[src/rtl/bypass_select_ctrl.sv]
// Purpose : operand bypass scheduler; tracks in-flight producers and selects bypass (stage, lane) per consumer operand. Optional macro RSD_BYPASS_MULTI_MATCH_CHECK_EN adds multi_match output + sim check.
// Latency : 1 cycle, RR inputs to registered select, which lines up with the consumer's EX cycle.
// Backpressure: stall holds all tracking state and outputs (inputs ignored); flush clears all valids and overrides stall.
module bypass_select_ctrl #(
    parameter int INT_LANES  = 2,
    parameter int MEM_LANES  = 2,
    parameter int CONS_LANES = 2,
    parameter int PREG_W     = 7,
    parameter int LANE_W     = 1
) (
    input  logic                         clk,
    input  logic                         rst_n,
    input  logic                         stall,
    input  logic                         flush,
    input  logic [INT_LANES-1:0]         int_rr_valid,
    input  logic [INT_LANES*PREG_W-1:0]  int_rr_dst,
    input  logic [MEM_LANES-1:0]         mem_ex_valid,
    input  logic [MEM_LANES*PREG_W-1:0]  mem_ex_dst,
    input  logic [CONS_LANES-1:0]        cons_valid,
    input  logic [CONS_LANES*PREG_W-1:0] cons_srcA,
    input  logic [CONS_LANES*PREG_W-1:0] cons_srcB,
    input  logic [CONS_LANES-1:0]        cons_readA,
    input  logic [CONS_LANES-1:0]        cons_readB,
    output logic [CONS_LANES-1:0]        selA_valid,
    output logic [CONS_LANES*2-1:0]      selA_stg,
    output logic [CONS_LANES*LANE_W-1:0] selA_lane,
    output logic [CONS_LANES-1:0]        selB_valid,
    output logic [CONS_LANES*2-1:0]      selB_stg,
    output logic [CONS_LANES*LANE_W-1:0] selB_lane
`ifdef RSD_BYPASS_MULTI_MATCH_CHECK_EN
    ,
    output logic                         multi_match
`endif
);

    localparam logic [1:0] STG_INT_EX = 2'd0;
    localparam logic [1:0] STG_INT_WB = 2'd1;
    localparam logic [1:0] STG_MEM_MA = 2'd2;
    localparam logic [1:0] STG_MEM_WB = 2'd3;

    // Candidate producers, flattened in priority order:
    // int_rr lanes, int_ex lanes, mem_ex lanes, mem_ma lanes.
    localparam int NCAND = 2*INT_LANES + 2*MEM_LANES;

    typedef struct packed {
        logic              vld;
        logic [1:0]        stg;
        logic [LANE_W-1:0] lane;
    } sel_t;

    // Producers one stage past RR/EX. A producer in intEx/memMa at cycle t is
    // in WB at t+1, which is the last bypassable point, so the WB-stage copies
    // carry no further bypass information and are not stored.
    logic [INT_LANES-1:0]        int_ex_valid;
    logic [INT_LANES*PREG_W-1:0] int_ex_dst;
    logic [MEM_LANES-1:0]        mem_ma_valid;
    logic [MEM_LANES*PREG_W-1:0] mem_ma_dst;

    logic [NCAND-1:0]  cand_v;
    logic [PREG_W-1:0] cand_d [NCAND];
    logic [NCAND-1:0]  hit_a  [CONS_LANES];
    logic [NCAND-1:0]  hit_b  [CONS_LANES];
    sel_t              sel_a_nxt [CONS_LANES];
    sel_t              sel_b_nxt [CONS_LANES];
    sel_t              sel_a_q   [CONS_LANES];
    sel_t              sel_b_q   [CONS_LANES];

    function automatic logic [1:0] stg_of(input int k);
        if (k < INT_LANES)                      return STG_INT_EX;
        else if (k < 2*INT_LANES)               return STG_INT_WB;
        else if (k < 2*INT_LANES + MEM_LANES)   return STG_MEM_MA;
        else                                    return STG_MEM_WB;
    endfunction

    function automatic logic [LANE_W-1:0] lane_of(input int k);
        int l;
        if (k < INT_LANES)                      l = k;
        else if (k < 2*INT_LANES)               l = k - INT_LANES;
        else if (k < 2*INT_LANES + MEM_LANES)   l = k - 2*INT_LANES;
        else                                    l = k - 2*INT_LANES - MEM_LANES;
        return LANE_W'(l);
    endfunction

    // Lowest candidate index wins: scan from the back so the front overwrites.
    function automatic sel_t pick(input logic [NCAND-1:0] hit);
        sel_t r;
        r = '0;
        for (int k = NCAND-1; k >= 0; k--) begin
            if (hit[k]) begin
                r.vld  = 1'b1;
                r.stg  = stg_of(k);
                r.lane = lane_of(k);
            end
        end
        return r;
    endfunction

    // Gather the candidate list in priority order.
    always_comb begin
        cand_v = '0;
        for (int k = 0; k < NCAND; k++) cand_d[k] = '0;
        for (int i = 0; i < INT_LANES; i++) begin
            cand_v[i]             = int_rr_valid[i];
            cand_d[i]             = int_rr_dst[i*PREG_W +: PREG_W];
            cand_v[INT_LANES + i] = int_ex_valid[i];
            cand_d[INT_LANES + i] = int_ex_dst[i*PREG_W +: PREG_W];
        end
        for (int j = 0; j < MEM_LANES; j++) begin
            cand_v[2*INT_LANES + j]             = mem_ex_valid[j];
            cand_d[2*INT_LANES + j]             = mem_ex_dst[j*PREG_W +: PREG_W];
            cand_v[2*INT_LANES + MEM_LANES + j] = mem_ma_valid[j];
            cand_d[2*INT_LANES + MEM_LANES + j] = mem_ma_dst[j*PREG_W +: PREG_W];
        end
    end

    // Tag compare every operand against every candidate, then prioritise.
    always_comb begin
        for (int c = 0; c < CONS_LANES; c++) begin
            hit_a[c] = '0;
            hit_b[c] = '0;
            for (int k = 0; k < NCAND; k++) begin
                hit_a[c][k] = cand_v[k] && cons_valid[c] && cons_readA[c] &&
                              (cand_d[k] == cons_srcA[c*PREG_W +: PREG_W]);
                hit_b[c][k] = cand_v[k] && cons_valid[c] && cons_readB[c] &&
                              (cand_d[k] == cons_srcB[c*PREG_W +: PREG_W]);
            end
            sel_a_nxt[c] = pick(hit_a[c]);
            sel_b_nxt[c] = pick(hit_b[c]);
        end
    end

    // Producer tracking and registered selects; flush beats stall.
    always_ff @(posedge clk or negedge rst_n) begin
        if (!rst_n) begin
            int_ex_valid <= '0;
            int_ex_dst   <= '0;
            mem_ma_valid <= '0;
            mem_ma_dst   <= '0;
            for (int c = 0; c < CONS_LANES; c++) begin
                sel_a_q[c] <= '0;
                sel_b_q[c] <= '0;
            end
        end else if (flush) begin
            int_ex_valid <= '0;
            mem_ma_valid <= '0;
            for (int c = 0; c < CONS_LANES; c++) begin
                sel_a_q[c] <= '0;
                sel_b_q[c] <= '0;
            end
        end else if (!stall) begin
            int_ex_valid <= int_rr_valid;
            int_ex_dst   <= int_rr_dst;
            mem_ma_valid <= mem_ex_valid;
            mem_ma_dst   <= mem_ex_dst;
            for (int c = 0; c < CONS_LANES; c++) begin
                sel_a_q[c] <= sel_a_nxt[c];
                sel_b_q[c] <= sel_b_nxt[c];
            end
        end
    end

    // Unpack registered selects onto the flat output buses.
    always_comb begin
        for (int c = 0; c < CONS_LANES; c++) begin
            selA_valid[c]                 = sel_a_q[c].vld;
            selA_stg[c*2 +: 2]            = sel_a_q[c].stg;
            selA_lane[c*LANE_W +: LANE_W] = sel_a_q[c].lane;
            selB_valid[c]                 = sel_b_q[c].vld;
            selB_stg[c*2 +: 2]            = sel_b_q[c].stg;
            selB_lane[c*LANE_W +: LANE_W] = sel_b_q[c].lane;
        end
    end

`ifdef RSD_BYPASS_MULTI_MATCH_CHECK_EN
    logic multi_nxt;

    // More than one hit on any operand: clear-lowest-bit test per operand.
    always_comb begin
        multi_nxt = 1'b0;
        for (int c = 0; c < CONS_LANES; c++) begin
            if ((hit_a[c] & (hit_a[c] - 1'b1)) != '0) multi_nxt = 1'b1;
            if ((hit_b[c] & (hit_b[c] - 1'b1)) != '0) multi_nxt = 1'b1;
        end
    end

    // Multi-match flag follows the same hold/clear rules as the selects.
    always_ff @(posedge clk or negedge rst_n) begin
        if (!rst_n)      multi_match <= 1'b0;
        else if (flush)  multi_match <= 1'b0;
        else if (!stall) multi_match <= multi_nxt;
    end

    // Flag ambiguous producer tags in simulation.
    always_ff @(posedge clk) begin
        if (rst_n && !flush && !stall)
            assert (!multi_nxt) else $warning("bypass_select_ctrl: operand matched multiple producers");
    end
`endif

endmodule

[config.mk]
export PLATFORM = sky130hd
export DESIGN_NAME = bypass_select_ctrl
export DESIGN_NICKNAME = d
export VERILOG_FILES = /design/src/rtl/bypass_select_ctrl.sv
export SDC_FILE = /design/constraint.sdc
export NUM_CORES = 1
export LEC_CHECK = 0
export BUFFER_PORTS_ARGS = -buffer_cell sky130_fd_sc_hd__buf_2
export CAP_MARGIN = 20
export CORE_MARGIN = 2
export CORE_UTILIZATION = 50
export DETAILED_ROUTE_END_ITERATION = 10
export PLACE_DENSITY = 0.72
export SETUP_SLACK_MARGIN = 0.2
export SLEW_MARGIN = 20
export SYNTH_ARGS = -nofsm -noshare
export SYNTH_HDL_FRONTEND = slang
export SYNTH_SLANG_ARGS = --single-unit
[constraint.sdc]
create_clock -name clk -period 3.4 [get_ports clk]
set_input_delay 0.34 -clock clk [delete_from_list [all_inputs] [get_ports clk]]
set_output_delay 0.34 -clock clk [all_outputs]
set_load 0.01 [all_outputs]
# Word level (Yosys, flattened, before mapping)
# Index checks and enable logic that the tools add are counted.
# classes
n_eq_ne	33
mux	40
bitwise	2
n_reduce_logical	81
# op_table
op	n
$eq 7x7->1	32
$mux 4	32
$logic_and 1x1->1	80
$mux 8	4
$mux 2	4
$ne 2x1->1 const B	1
$not 1->1	2
$reduce_and 2->1	1
# totals
regBits	48
input_bits	70

# Logic depth before layout (Yosys ltp)
# Gate-level depths: netlist of the first run.
# depth
word_depth	13
ltp_mapped	7
mapped_depth_nobuf	6

# Worst setup path after synthesis of the first run
# OpenSTA, ideal clock, no wires.
# synth_path
path_kind	input port to flip-flop
from	input port cons_srcA[4]
to	register sel_a_q, in the netlist selA_lane[0]
setup_ns	0.121
arrival_ns	1.668
required_time_ns	3.279
setup_slack_ns	1.611
path_stages	7
n_path_buf	1
path_cell_list	buf_2 -> xnor2_1 -> nand4_1 -> or4_4 -> a211oi_2 -> o31ai_1 -> a22o_1
# synth_between
elab_chain_cells	12
elab_cells_between_ends	26
cone_classes	eq/ne (8); mux (10); reduce/logical (8)
# synth_rtl
item	line_no	rtl
from (decl)	20	input logic [CONS_LANES*PREG_W-1:0] cons_srcA,
$eq 7x7->1	123	(cand_d[k] == cons_srcA[c*PREG_W +: PREG_W]);
$logic_and 1x1->1	122	hit_a[c][k] = cand_v[k] && cons_valid[c] && cons_readA[c] &&
$mux 4 (7 in a row)	89	if (hit[k]) begin
$mux 4 (*)	89	
$mux 8 (*)	150	end else if (!stall) begin
$mux 8 (*)	143	end else if (flush) begin
to (signal, indexed assignment)	156	sel_a_q[c] <= sel_a_nxt[c];
to (decl)	65	sel_t sel_a_q [CONS_LANES];
# Mark *: on every way between the ends. The rest lies on a longest branch, timed or not. The select of a mux whose other input is x is not followed.
# A chain may end at the register's enable or synchronous reset.

# Worst setup path in the final report of the first run
# layout_path
from	register mem_ma_dst[3]
to	register sel_b_q, in the netlist selB_stg[3]
# layout_between
elab_chain_cells	11
# layout_rtl
item	line_no	rtl
from (decl)	57	logic [MEM_LANES*PREG_W-1:0] mem_ma_dst;
from (signal assigned)	154	mem_ma_dst <= mem_ex_dst;
$eq 7x7->1	125	(cand_d[k] == cons_srcB[c*PREG_W +: PREG_W]);
$logic_and 1x1->1	124	hit_b[c][k] = cand_v[k] && cons_valid[c] && cons_readB[c] &&
$mux 4 (7 in a row)	89	
$mux 8	150	
$mux 8	143	
to (signal, indexed assignment)	157	sel_b_q[c] <= sel_b_nxt[c];
to (decl)	66	sel_t sel_b_q [CONS_LANES];
# No other way between the ends. The select of a mux whose other input is x is not followed.

==> flow_metrics.py, run 1 <==
metrics = {
    "worst_setup_path": {
        "crit_chain": "xnor2_1 -> nand3_1 -> nor4_4 -> nor2b_1 -> a311o_1 -> a21oi_1",
        "critical_path.endpoint_type": "flop",
        "setup.worst_path.start": "mem_ma_dst[3]$_DFFE_PN0P_",
        "critPathMaxFanout": 5,
        "crit-reg2reg-launch": "mem_ma_dst[3]$_DFFE_PN0P_",
        "cp_data_required_time_ns": 3.65,
        "critPathSlowestCell": "sky130_fd_sc_hd__dfrtp_1",
        "crit_type": "flop to flop",
        "timing.critical_path.from_type": "flop",
        "critPathMaxStageDelay_ns": 0.48,
        "worstPathArrival_ns": 2.20,
    },
    "final_layout": {
        "stdcell_area_um2": 5420,
        "layout-drive-gt1-share": 0.232,
        "design.final.nets": 650,
        "syn_to_final_growth_pct": 4.43,
        "antenna_diode_count": 0,
        "layout.core_utilization": 0.533,
    },
    "yosys": {
        "post_synth_main_area_contributors": "sky130_fd_sc_hd__xnor2_1, sky130_fd_sc_hd__dfrtp_1, sky130_fd_sc_hd__xor2_1",
        "postSynth.asyncResetShare": 1.00,
        "yosys_warnings": 0,
        "synth_fp_nets": 651,
        "synth-edff-count": 0,
        "syn-mean-instance-area_um2": 8.94,
        "post_synth_num_cell_types": 48,
        "post_synth_inst_count": 581,
        "synth_top_area_cell": "sky130_fd_sc_hd__xnor2_1",
        "ys_ff_latch": 48,
        "post-synth-top-count-cell": "sky130_fd_sc_hd__xnor2_1",
        "yosys.area.top_type_share": 0.258,
        "post_synth_most_frequent_cells": "sky130_fd_sc_hd__xnor2_1, sky130_fd_sc_hd__xor2_1, sky130_fd_sc_hd__dfrtp_1",
        "syn_area_um2": 5190,
        "synth-seq-area-share": 0.231,
        "synth_flop_cell": "sky130_fd_sc_hd__dfrtp_1",
    },
    "clock_tree": {
        "cts-hold-fix-buffers": 0,
        "root_buffer": "sky130_fd_sc_hd__clkbuf_8",
        "cts.sinks": 48,
        "postCtsResizedCells": 0,
        "clock_latency_ns": 0.31,
        "clkSlewWorstSetupHoldPaths_ns": 0.09,
        "ctsHtreeMaxLevel": 2,
        "cts_tree": "done",
        "postCtsSetupBuffers": 0,
        "max_root_sink_buffers": 2,
        "numCtsBuffers": 5,
    },
    "sta": {
        "min_cycle_time_layout_ns": 1.96,
        "slew-limit-headroom": 0.450,
        "hold_viol_final": 0,
        "tns_ns": 0,
        "final.hold.worst_slack_ns": 0.0403,
        "timing.final.crit_share": 0.576,
        "fmax_ghz": 0.511,
        "rsz0062_at_grt": "false",
        "tightest_slew_ns": 0.823,
        "worst_clock_skew_ns": 0.00531,
        "setup-violations-final": 0,
        "finalMaxSlewViolations": 0,
    },
    "place": {
        "place_hpwl_um": 12000,
        "io_port_bufs": 85,
        "globalplace.congestion": 0.984,
        "detailed_place.area_um2": 5310,
    },
    "grt": {
        "all_layer_gr_usage": 0.288,
        "wire_length_of_the_first_global_routing_pass_um": 24500,
        "pin_count_of_the_biggest_net_entering_global_routing": 49,
        "antenna_found_initial": 0,
        "grt_overflow": 0,
        "grt_pass1_vias": 4151,
    },
    "floorplan": {
        "floorplan.die.width_um": 106,
        "start_util": 0.510,
        "rows": 37,
        "core_area_um2": 10200,
        "fp.dieArea_um2": 11200,
        "chipHeight_um": 106,
        "ios": 86,
    },
    "power": {
        "leakage_nw": 2.12,
        "powerDensity_nw_per_um2": 333,
        "ir_drop_v": 0.000244,
        "total_power_w": 0.00181,
    },
    "drt": {
        "postRouteWirelength_um": 16000,
        "drtIter0Drc": 404,
        "post_drt_via_cell_ratio": 6.02,
        "detailedRoute.firstPassIterationCount": 4,
        "drt.antenna.violating_nets": 0,
        "dr_total_vias": 4315,
        "detail_route.wl_per_cell_um": 22.2,
        "drcViolationCount": 0,
    },
    "status": {
        "run_status": "finished, final reports clean",
    },
    "worst_hold_path": {
        "hp-class": "input port to async pin",
    },
    "job": {
        "timing.max_cap.violations": 0,
    },
}
## logic make-up (layout without fill, tap and decap cells)
kind of cell    Yosys count  in the layout  synth area share
compound gates           35             35            0.0513
xor+xnor                224            224             0.382
buf+inv                  98             98            0.0964
flops                    48             48             0.231
mux                      34             34            0.0723
simple gates            142            142             0.167
## final timing paths
kind | slack (ns) | end | depth (start not counted)
setup / recovery | 1.44 | selB_stg[3]$_DFFE_PN0P_ | 6
hold / removal | 0.04 | mem_ma_dst[3]$_DFFE_PN0P_ | 1
setup reg to reg | 1.44 | selB_stg[3]$_DFFE_PN0P_ | 6
hold reg to reg | 0.48 | selA_stg[1]$_DFFE_PN0P_ | 2
max in group asynchronous | 2.94 | int_ex_dst[7]$_DFFE_PN0P_ | 1
min in group clk | 0.35 | int_ex_valid[1]$_DFFE_PN0P_ | 3
## sequential cells by signal, indices dropped and copies added, names as in the netlist
register / flops
selA_valid: 2
selB_valid: 2
selA_lane: 2
mem_ma_valid: 2
selA_stg: 4
selB_stg: 4
mem_ma_dst: 14
int_ex_valid: 2
selB_lane: 2
int_ex_dst: 14
## cells in the final DEF, fill, tap and decap left out, types with 11 or more instances in the layout
master,count
sky130_fd_sc_hd__xnor2_1,153
sky130_fd_sc_hd__nand4_1,34
sky130_fd_sc_hd__mux2_2,28
sky130_fd_sc_hd__or4_1,13
sky130_fd_sc_hd__nand3_1,26
sky130_fd_sc_hd__buf_2,84
sky130_fd_sc_hd__dfrtp_1,48
sky130_fd_sc_hd__nor4_1,11
sky130_fd_sc_hd__xor2_1,68
sky130_fd_sc_hd__nand2_1,15
## routing by layer
layer,routed length [µm],share of wire,global-route usage,vias to the layer above
li1,-,-,-,1920
met2,7100,0.44,0.447,275
met5,0,0,0,-
met1,6690,0.42,0.406,2073
met3,1680,0.11,0.0509,47
met4,483,0.030,0.0977,0
## critical path, delay by kind of cell, from the launching register on
kind / cells / cell delay, ns
AO/OA/AOI/OAI: 2 / 0.51
XOR/XNOR: 1 / 0.19
flip-flops: 1 / 0.48
AND/OR/NAND/NOR: 3 / 0.71
## final cells by class
type | instances | area (µm²)
Clock buffer | 6 | 72.6
Clock inverter | 2 | 35.0
Fill cell | 988 | 4760
Inverter | 4 | 15.0
Multi-Input combinational cell | 435 | 3490
Sequential cell | 48 | 1200
Tap cell | 136 | 170
Timing Repair Buffer | 86 | 435
## stage by stage
step / std cells / setup slack (ns)
4_1_cts: 717 / 1.44
6_report: 717 / 1.44
3_3_place_gp: 709 / 1.24
2_1_floorplan: 581 / 1.61
3_5_place_dp: 709 / 1.23
5_1_grt: 717 / 1.32
## power breakdown
group | internal [W] | total (W) | switching [W]
Sequential | 0.000623 | 0.000746 | 0.000124
Clock | 0.000219 | 0.000426 | 0.000207
Combinational | 0.000316 | 0.000635 | 0.000319
Note: power is estimated with default switching activity, not from simulation.
==> run 2, diff against run 1 <==
--- a/config.mk
+++ b/config.mk
@@ -10,7 +10,7 @@
 export CORE_MARGIN = 2
 export CORE_UTILIZATION = 50
 export DETAILED_ROUTE_END_ITERATION = 10
-export PLACE_DENSITY = 0.72
+export PLACE_DENSITY = 0.75
 export SETUP_SLACK_MARGIN = 0.2
 export SLEW_MARGIN = 20
 export SYNTH_ARGS = -nofsm -noshare
==> constraint.sdc (replaced) <==
create_clock -name clk -period 1.8 [get_ports clk]
set_input_delay 0.18 -clock clk [delete_from_list [all_inputs] [get_ports clk]]
set_output_delay 0.18 -clock clk [all_outputs]
set_load 0.01 [all_outputs]
==> flow_metrics.py, run 2 (synthesis results as in run 1) <==
metrics = {
    "status": {
        "run_status": "finished with violations",
        "violated_checks": "setup timing",
    },
    "drt": {
        "route.top_layer_used": "met4",
        "post_drt_via_cell_ratio": 5.90,
        "route.met2.wl_um": 8300,
        "met3RoutedLength_um": 1590,
        "postRouteWirelength_um": 18100,
        "detail_route.wl_per_cell_um": 22.6,
        "drtIter0Drc": 346,
        "detailedRoute.firstPassIterationCount": 5,
        "drcViolationCount": 0,
        "dr_total_vias": 4729,
        "met1_length_um": 7410,
        "drt.antenna.violating_nets": 0,
    },
    "sta": {
        "tightest_slew_ns": 0.520,
        "setup-violations-final": 4,
        "rsz0062_at_grt": "true",
        "hold_viol_final": 0,
        "worst_clock_skew_ns": 0.0183,
        "min_cycle_time_layout_ns": 1.86,
        "fin_ws_ns": -0.0641,
        "slew-limit-headroom": 0.653,
        "finalMaxSlewViolations": 0,
        "timing.final.crit_share": 1.04,
        "fmax_ghz": 0.536,
    },
    "worst_setup_path": {
        "worst-r2r-cell-count": 5,
        "crit_type": "flop to flop",
        "timing.critical_path.from_type": "flop",
        "cp_data_required_time_ns": 2.00,
        "rrSetupSlack_ns": -0.06,
        "rr_endpoint": "selA_lane[0]$_DFFE_PN0P_",
        "setup.worst_path.end": "selA_lane[0]$_DFFE_PN0P_",
        "critPathMaxStageDelay_ns": 0.58,
        "critical_path.endpoint_type": "flop",
        "crit-reg2reg-launch": "mem_ma_dst[3]$_DFFE_PN0P_",
        "setup.worst_path.start": "mem_ma_dst[3]$_DFFE_PN0P_",
        "crit_chain": "xor2_1 -> or4_4 -> a211oi_2 -> o31ai_1 -> a22o_1",
        "critPathMaxFanout": 4,
        "critPathSlowestCell": "sky130_fd_sc_hd__or4_4",
        "worstPathArrival_ns": 2.06,
    },
    "clock_tree": {
        "clock_latency_ns": 0.32,
        "clkSlewWorstSetupHoldPaths_ns": 0.11,
        "max_root_sink_buffers": 2,
        "root_buffer": "sky130_fd_sc_hd__clkbuf_8",
        "numCtsBuffers": 5,
        "cts_tree": "done",
        "cts.sinks": 48,
        "ctsHtreeMaxLevel": 2,
    },
    "grt": {
        "wire_length_of_the_first_global_routing_pass_um": 27400,
        "grt_pass1_vias": 4718,
        "all_layer_gr_usage": 0.328,
        "antenna_found_initial": 0,
        "pin_count_of_the_biggest_net_entering_global_routing": 35,
        "grt_overflow": 0,
    },
    "floorplan": {
        "core_area_um2": 10200,
        "rows": 37,
        "fp.dieArea_um2": 11200,
        "chipHeight_um": 106,
        "floorplan.die.width_um": 106,
        "ios": 86,
        "start_util": 0.510,
    },
    "final_layout": {
        "finalNonFillerCells": 802,
        "multi_input_comb_area_um2": 3840,
        "syn_to_final_growth_pct": 27.9,
        "layout.filler_cells": 854,
        "stdcell_area_um2": 6640,
        "layout_commonest_cell": "sky130_fd_sc_hd__xnor2_1",
        "register_area_um2": 1220,
        "layout.core_utilization": 0.652,
        "layout_common_cells": "sky130_fd_sc_hd__xnor2_1, sky130_fd_sc_hd__buf_2, sky130_fd_sc_hd__xor2_1",
        "design.final.nets": 736,
        "regs_by_ff_count": "int_ex_dst (14), mem_ma_dst (14)",
        "antenna_diode_count": 0,
        "layout-drive-gt1-share": 0.432,
    },
    "job": {
        "timing.max_cap.violations": 0,
    },
    "power": {
        "leakage_nw": 2.80,
        "total_power_w": 0.00386,
        "ir_drop_v": 0.000322,
        "powerDensity_nw_per_um2": 581,
    },
    "worst_hold_path": {
        "hp-class": "input port to flop",
        "hp-start": "flush",
    },
    "place": {
        "place_hpwl_um": 14000,
        "detailed_place.area_um2": 6200,
        "io_port_bufs": 85,
        "numPlacedInstances": 788,
        "globalplace.congestion": 0.989,
    },
}
[run 2: changes by cell type in the layout (fill, tap and decap cells not counted), sizes merged]
cell | previous run | this run
bufinv | 1 | 0
clkbuf | 6 | 7
clkinv | 1 | 0
buf | 86 | 171
dlygate4sd3 | 0 | 1
[run 2: cell type report]
class,instances,share of cell area
Clock buffer,7,0.0145
Inverter,4,0.00226
Multi-Input combinational cell,435,0.578
Sequential cell,48,0.184
Tap cell,136,0.0256
Timing Repair Buffer,172,0.195
[run 2: stage by stage]
step | worst slack (ns) | hold slack (ns) | TNS, ns
after floorplan | 0.0837 | -0.116 | 0
after global placement | -0.109 | 0.177 | -0.350
after detailed placement | -0.107 | 0.181 | -0.684
after CTS | -0.0240 | 0.202 | -0.0456
after global routing | -0.140 | 0.194 | -0.774
final | -0.0641 | 0.190 | -0.163
[run 2: critical path, delay by kind of cell (launching register included)]
family,cells,cell delay (ns)
flops,1,0.45
compound gates,3,0.52
simple gates,1,0.58
xor+xnor,1,0.20
[run 2: worst min path at each step]
stage                             endpoint  slack, ns  cells past startpoint
4_1_cts        mem_ma_valid[1]$_DFFE_PN0P_       0.20                      3
3_5_place_dp     int_ex_dst[2]$_DFFE_PN0P_       0.18                      1
5_1_grt            selB_stg[3]$_DFFE_PN0P_       0.19                      2
6_report           selB_stg[3]$_DFFE_PN0P_       0.19                      2
2_1_floorplan    int_ex_dst[0]$_DFFE_PN0P_      -0.12                      0
3_3_place_gp       selA_stg[2]$_DFFE_PN0P_       0.18                      1
[run 2: per-layer routing]
| metal | vias to the layer above | track usage |
|---|---|---|
| li1 | 2104 | - |
| met4 | 0 | 0.156 |
| met5 | - | 0 |
| met3 | 65 | 0.0687 |
| met1 | 2302 | 0.428 |
| met2 | 258 | 0.519 |
[run 2: what timing repair did]
action / in CTS / in global routing
setup buffers: 4 / 2
cloned: 0 / 0
endpoints found under the setup margin: 16 / 16
endpoints found under the hold margin: 18 / 0
hold buffers: 1 / 0
gates resized for setup: 49 / 12
pin swaps: 25 / 10
[run 2: power by group]
part / internal [W] / switching [W] / total, W
clock network: 0.000344 / 0.000395 / 0.000738
logic: 0.000927 / 0.000804 / 0.00173
registers: 0.00119 / 0.000201 / 0.00139
==> run 3, diff against run 2 <==
--- a/config.mk
+++ b/config.mk
@@ -5,12 +5,14 @@
 export SDC_FILE = /design/constraint.sdc
 export NUM_CORES = 1
 export LEC_CHECK = 0
+export ABC_AREA = 1
 export BUFFER_PORTS_ARGS = -buffer_cell sky130_fd_sc_hd__buf_2
 export CAP_MARGIN = 20
+export CORE_ASPECT_RATIO = 0.75
 export CORE_MARGIN = 2
 export CORE_UTILIZATION = 50
 export DETAILED_ROUTE_END_ITERATION = 10
-export PLACE_DENSITY = 0.75
+export PLACE_DENSITY_LB_ADDON = 0.2
 export SETUP_SLACK_MARGIN = 0.2
 export SLEW_MARGIN = 20
 export SYNTH_ARGS = -nofsm -noshare
==> flow_metrics.py, run 3 <==
metrics = {
    "status": {
        "run_status": "finished, final reports clean",
    },
    "sta": {
        "worst_clock_skew_ns": 0.00778,
        "timing.final.crit_share": 0.915,
        "slew-limit-headroom": 0.623,
        "min_cycle_time_layout_ns": 1.65,
        "rsz0062_at_grt": "true",
        "fmax_ghz": 0.607,
        "tns_ns": 0,
        "hold_viol_final": 0,
        "setup-violations-final": 0,
        "finalMaxSlewViolations": 0,
        "tightest_slew_ns": 0.565,
        "fin_ws_ns": 0.153,
    },
    "drt": {
        "detail_route.wl_per_cell_um": 19.2,
        "route.top_layer_used": "met4",
        "met1_length_um": 10600,
        "drt.antenna.violating_nets": 0,
        "postRouteWirelength_um": 24600,
        "drcViolationCount": 0,
        "detailedRoute.firstPassIterationCount": 5,
        "met3RoutedLength_um": 3340,
        "dr_total_vias": 7232,
        "drtIter0Drc": 1098,
        "route.met2.wl_um": 9620,
        "post_drt_via_cell_ratio": 5.63,
    },
    "yosys": {
        "synth_compound_gate_area_share": 0.0639,
        "synth_top_area_cell": "sky130_fd_sc_hd__nand2_1",
        "yosys.area.top_type_share": 0.318,
        "ys_ff_latch": 48,
        "synthXorXnorAreaFrac": 0.114,
        "syn-mean-instance-area_um2": 5.62,
        "yosys_warnings": 0,
        "postSynth.asyncResetShare": 1.00,
        "synth_fp_nets": 1118,
        "post_synth_inst_count": 1048,
        "syn_area_um2": 5890,
        "synth-edff-count": 0,
        "synth_simple_gate_area_share": 0.490,
        "synth_top_family_by_area": "simple AND/OR/NAND/NOR gates",
        "synth-seq-area-share": 0.204,
        "post-synth-top-count-cell": "sky130_fd_sc_hd__nand2_1",
        "post_synth_main_area_contributors": "sky130_fd_sc_hd__nand2_1, sky130_fd_sc_hd__dfrtp_1, sky130_fd_sc_hd__xnor2_1",
        "post_synth_num_cell_types": 33,
        "mux_cell_area_share_after_synthesis": 0,
        "post_synth_most_frequent_cells": "sky130_fd_sc_hd__nand2_1, sky130_fd_sc_hd__nor2_1, sky130_fd_sc_hd__xnor2_1",
        "synth_flop_cell": "sky130_fd_sc_hd__dfrtp_1",
        "yosys.area_share.adder": 0,
    },
    "power": {
        "leakage_nw": 3.58,
        "ir_drop_v": 0.000534,
        "powerDensity_nw_per_um2": 648,
    },
    "worst_setup_path": {
        "critPathTopFamily": "simple AND/OR/NAND/NOR gates",
        "path_common_cell": "sky130_fd_sc_hd__nand2_1",
        "critical_path.endpoint_type": "flop",
        "worstPathArrival_ns": 1.88,
        "critPathSlowestCell": "sky130_fd_sc_hd__dfrtp_2",
        "crit_type": "flop to flop",
        "timing.critical_path.from_type": "flop",
        "critPathMaxFanout": 5,
        "crit_chain": "nand2_1 -> o21ai_0 -> nand3b_1 -> nor3_2 -> nor2_1 -> nand2_1 -> nand2_2 -> o21ai_2",
        "critPathMaxStageDelay_ns": 0.46,
        "cp_data_required_time_ns": 2.03,
        "timing.critical_path.buf_inv": 0,
    },
    "clock_tree": {
        "cts_tree": "done",
        "max_root_sink_buffers": 2,
        "clkSlewWorstSetupHoldPaths_ns": 0.08,
        "root_buffer": "sky130_fd_sc_hd__clkbuf_16",
        "ctsHtreeMaxLevel": 2,
        "cts.sinks": 48,
        "numCtsBuffers": 5,
        "clock_latency_ns": 0.30,
    },
    "floorplan": {
        "chipHeight_um": 98.0,
        "ios": 86,
        "core_area_um2": 11500,
        "start_util": 0.511,
        "rows": 34,
        "fp.dieArea_um2": 12700,
        "floorplan.die.width_um": 129,
    },
    "grt": {
        "pin_count_of_the_biggest_net_entering_global_routing": 31,
        "grt_pass1_vias": 6301,
        "antenna_found_initial": 0,
        "all_layer_gr_usage": 0.391,
        "grt_overflow": 0,
        "wire_length_of_the_first_global_routing_pass_um": 37000,
    },
    "final_layout": {
        "layout_commonest_cell": "sky130_fd_sc_hd__nand2_1",
        "antenna_diode_count": 0,
        "regs_by_ff_count": "int_ex_dst (14), mem_ma_dst (14)",
        "layout-drive-gt1-share": 0.230,
        "design.final.nets": 1191,
        "layout_common_cells": "sky130_fd_sc_hd__nand2_1, sky130_fd_sc_hd__buf_2, sky130_fd_sc_hd__nor2_1",
        "syn_to_final_growth_pct": 16.5,
    },
    "place": {
        "setup_slack_at_placement_ns": 0.153,
        "place_hpwl_um": 19100,
        "globalplace.congestion": 1.05,
        "io_port_bufs": 85,
    },
    "job": {
        "timing.max_cap.violations": 0,
    },
    "worst_hold_path": {
        "hp-class": "input port to flop",
    },
}
-- run 3: changes by cell type after synthesis, moves of 32 or more --
cell,previous run,this run
sky130_fd_sc_hd__nand2_1,15,499
sky130_fd_sc_hd__clkbuf_1,41,5
sky130_fd_sc_hd__nor2_1,8,100
sky130_fd_sc_hd__xnor2_1,153,54
sky130_fd_sc_hd__inv_2,0,32
sky130_fd_sc_hd__xor2_1,68,23
sky130_fd_sc_hd__inv_1,4,49
-- run 3: stage by stage --
stage          hold WS, ns  cells  area [µm²]  power [W]  utilization
2_1_floorplan       -0.116   1048        5890    0.00229            -
3_3_place_gp         0.182   1261        6330    0.00282        0.549
3_5_place_dp         0.190   1261        6330    0.00282        0.549
4_1_cts              0.160   1273        6590    0.00424        0.572
5_1_grt              0.169   1284        6870    0.00465        0.596
6_report             0.159   1284        6870    0.00445        0.596
-- run 3: final timing paths --
check,cells past startpoint,startpoint,slack [ns],endpoint
max in group asynchronous,3,rst_n,0.83,mem_ma_valid[1]$_DFFE_PN0P_
hold reg to reg,2,selB_valid[1]$_DFFE_PN0P_,0.47,selB_valid[1]$_DFFE_PN0P_
hold / removal,2,mem_ex_valid[0],0.16,mem_ma_valid[0]$_DFFE_PN0P_
min in group asynchronous,2,rst_n,0.39,int_ex_dst[8]$_DFFE_PN0P_
setup / recovery,8,mem_ma_dst[1]$_DFFE_PN0P_,0.15,selB_stg[1]$_DFFE_PN0P_
setup reg to reg,8,mem_ma_dst[1]$_DFFE_PN0P_,0.15,selB_stg[1]$_DFFE_PN0P_
-- run 3: power breakdown --
part           internal (W)  total [W]  switching [W]  leakage [nW]
Clock              0.000939    0.00142       0.000477         0.104
Sequential          0.00117    0.00130       0.000131         0.604
Combinational      0.000588    0.00173        0.00114          2.88
Total               0.00270    0.00445        0.00175          3.58
-- run 3: final cells by class --
type	count	area, µm²
well taps	162	203
inverters	90	363
repair buffers	124	748
clock buffers	5	125
flip-flops and latches	48	1220
clock inverters	3	90.1
fillers	1187	4660
multi-input cells	852	4120
-- run 3: cell families (layout without fill, tap and decap cells) --
group	Yosys count	count (layout)
buf+inv	148	222
xor+xnor	77	77
simple gates	706	706
compound gates	69	69
flops	48	48
-- run 3: timing repair --
action                     CTS  global route
pin swaps                    2            30
hold buffers                 1             0
hold endpoints to repair    18             0
setup endpoints to repair    4            16
gates resized for setup      6            75
setup buffers                3            11
gates cloned                 0             0
-- run 3: per-layer routing --
layer,vias to the layer above,track usage
li1,3403,-
met1,3228,0.595
met2,531,0.534
met3,70,0.0921
met4,0,0.135
met5,-,0
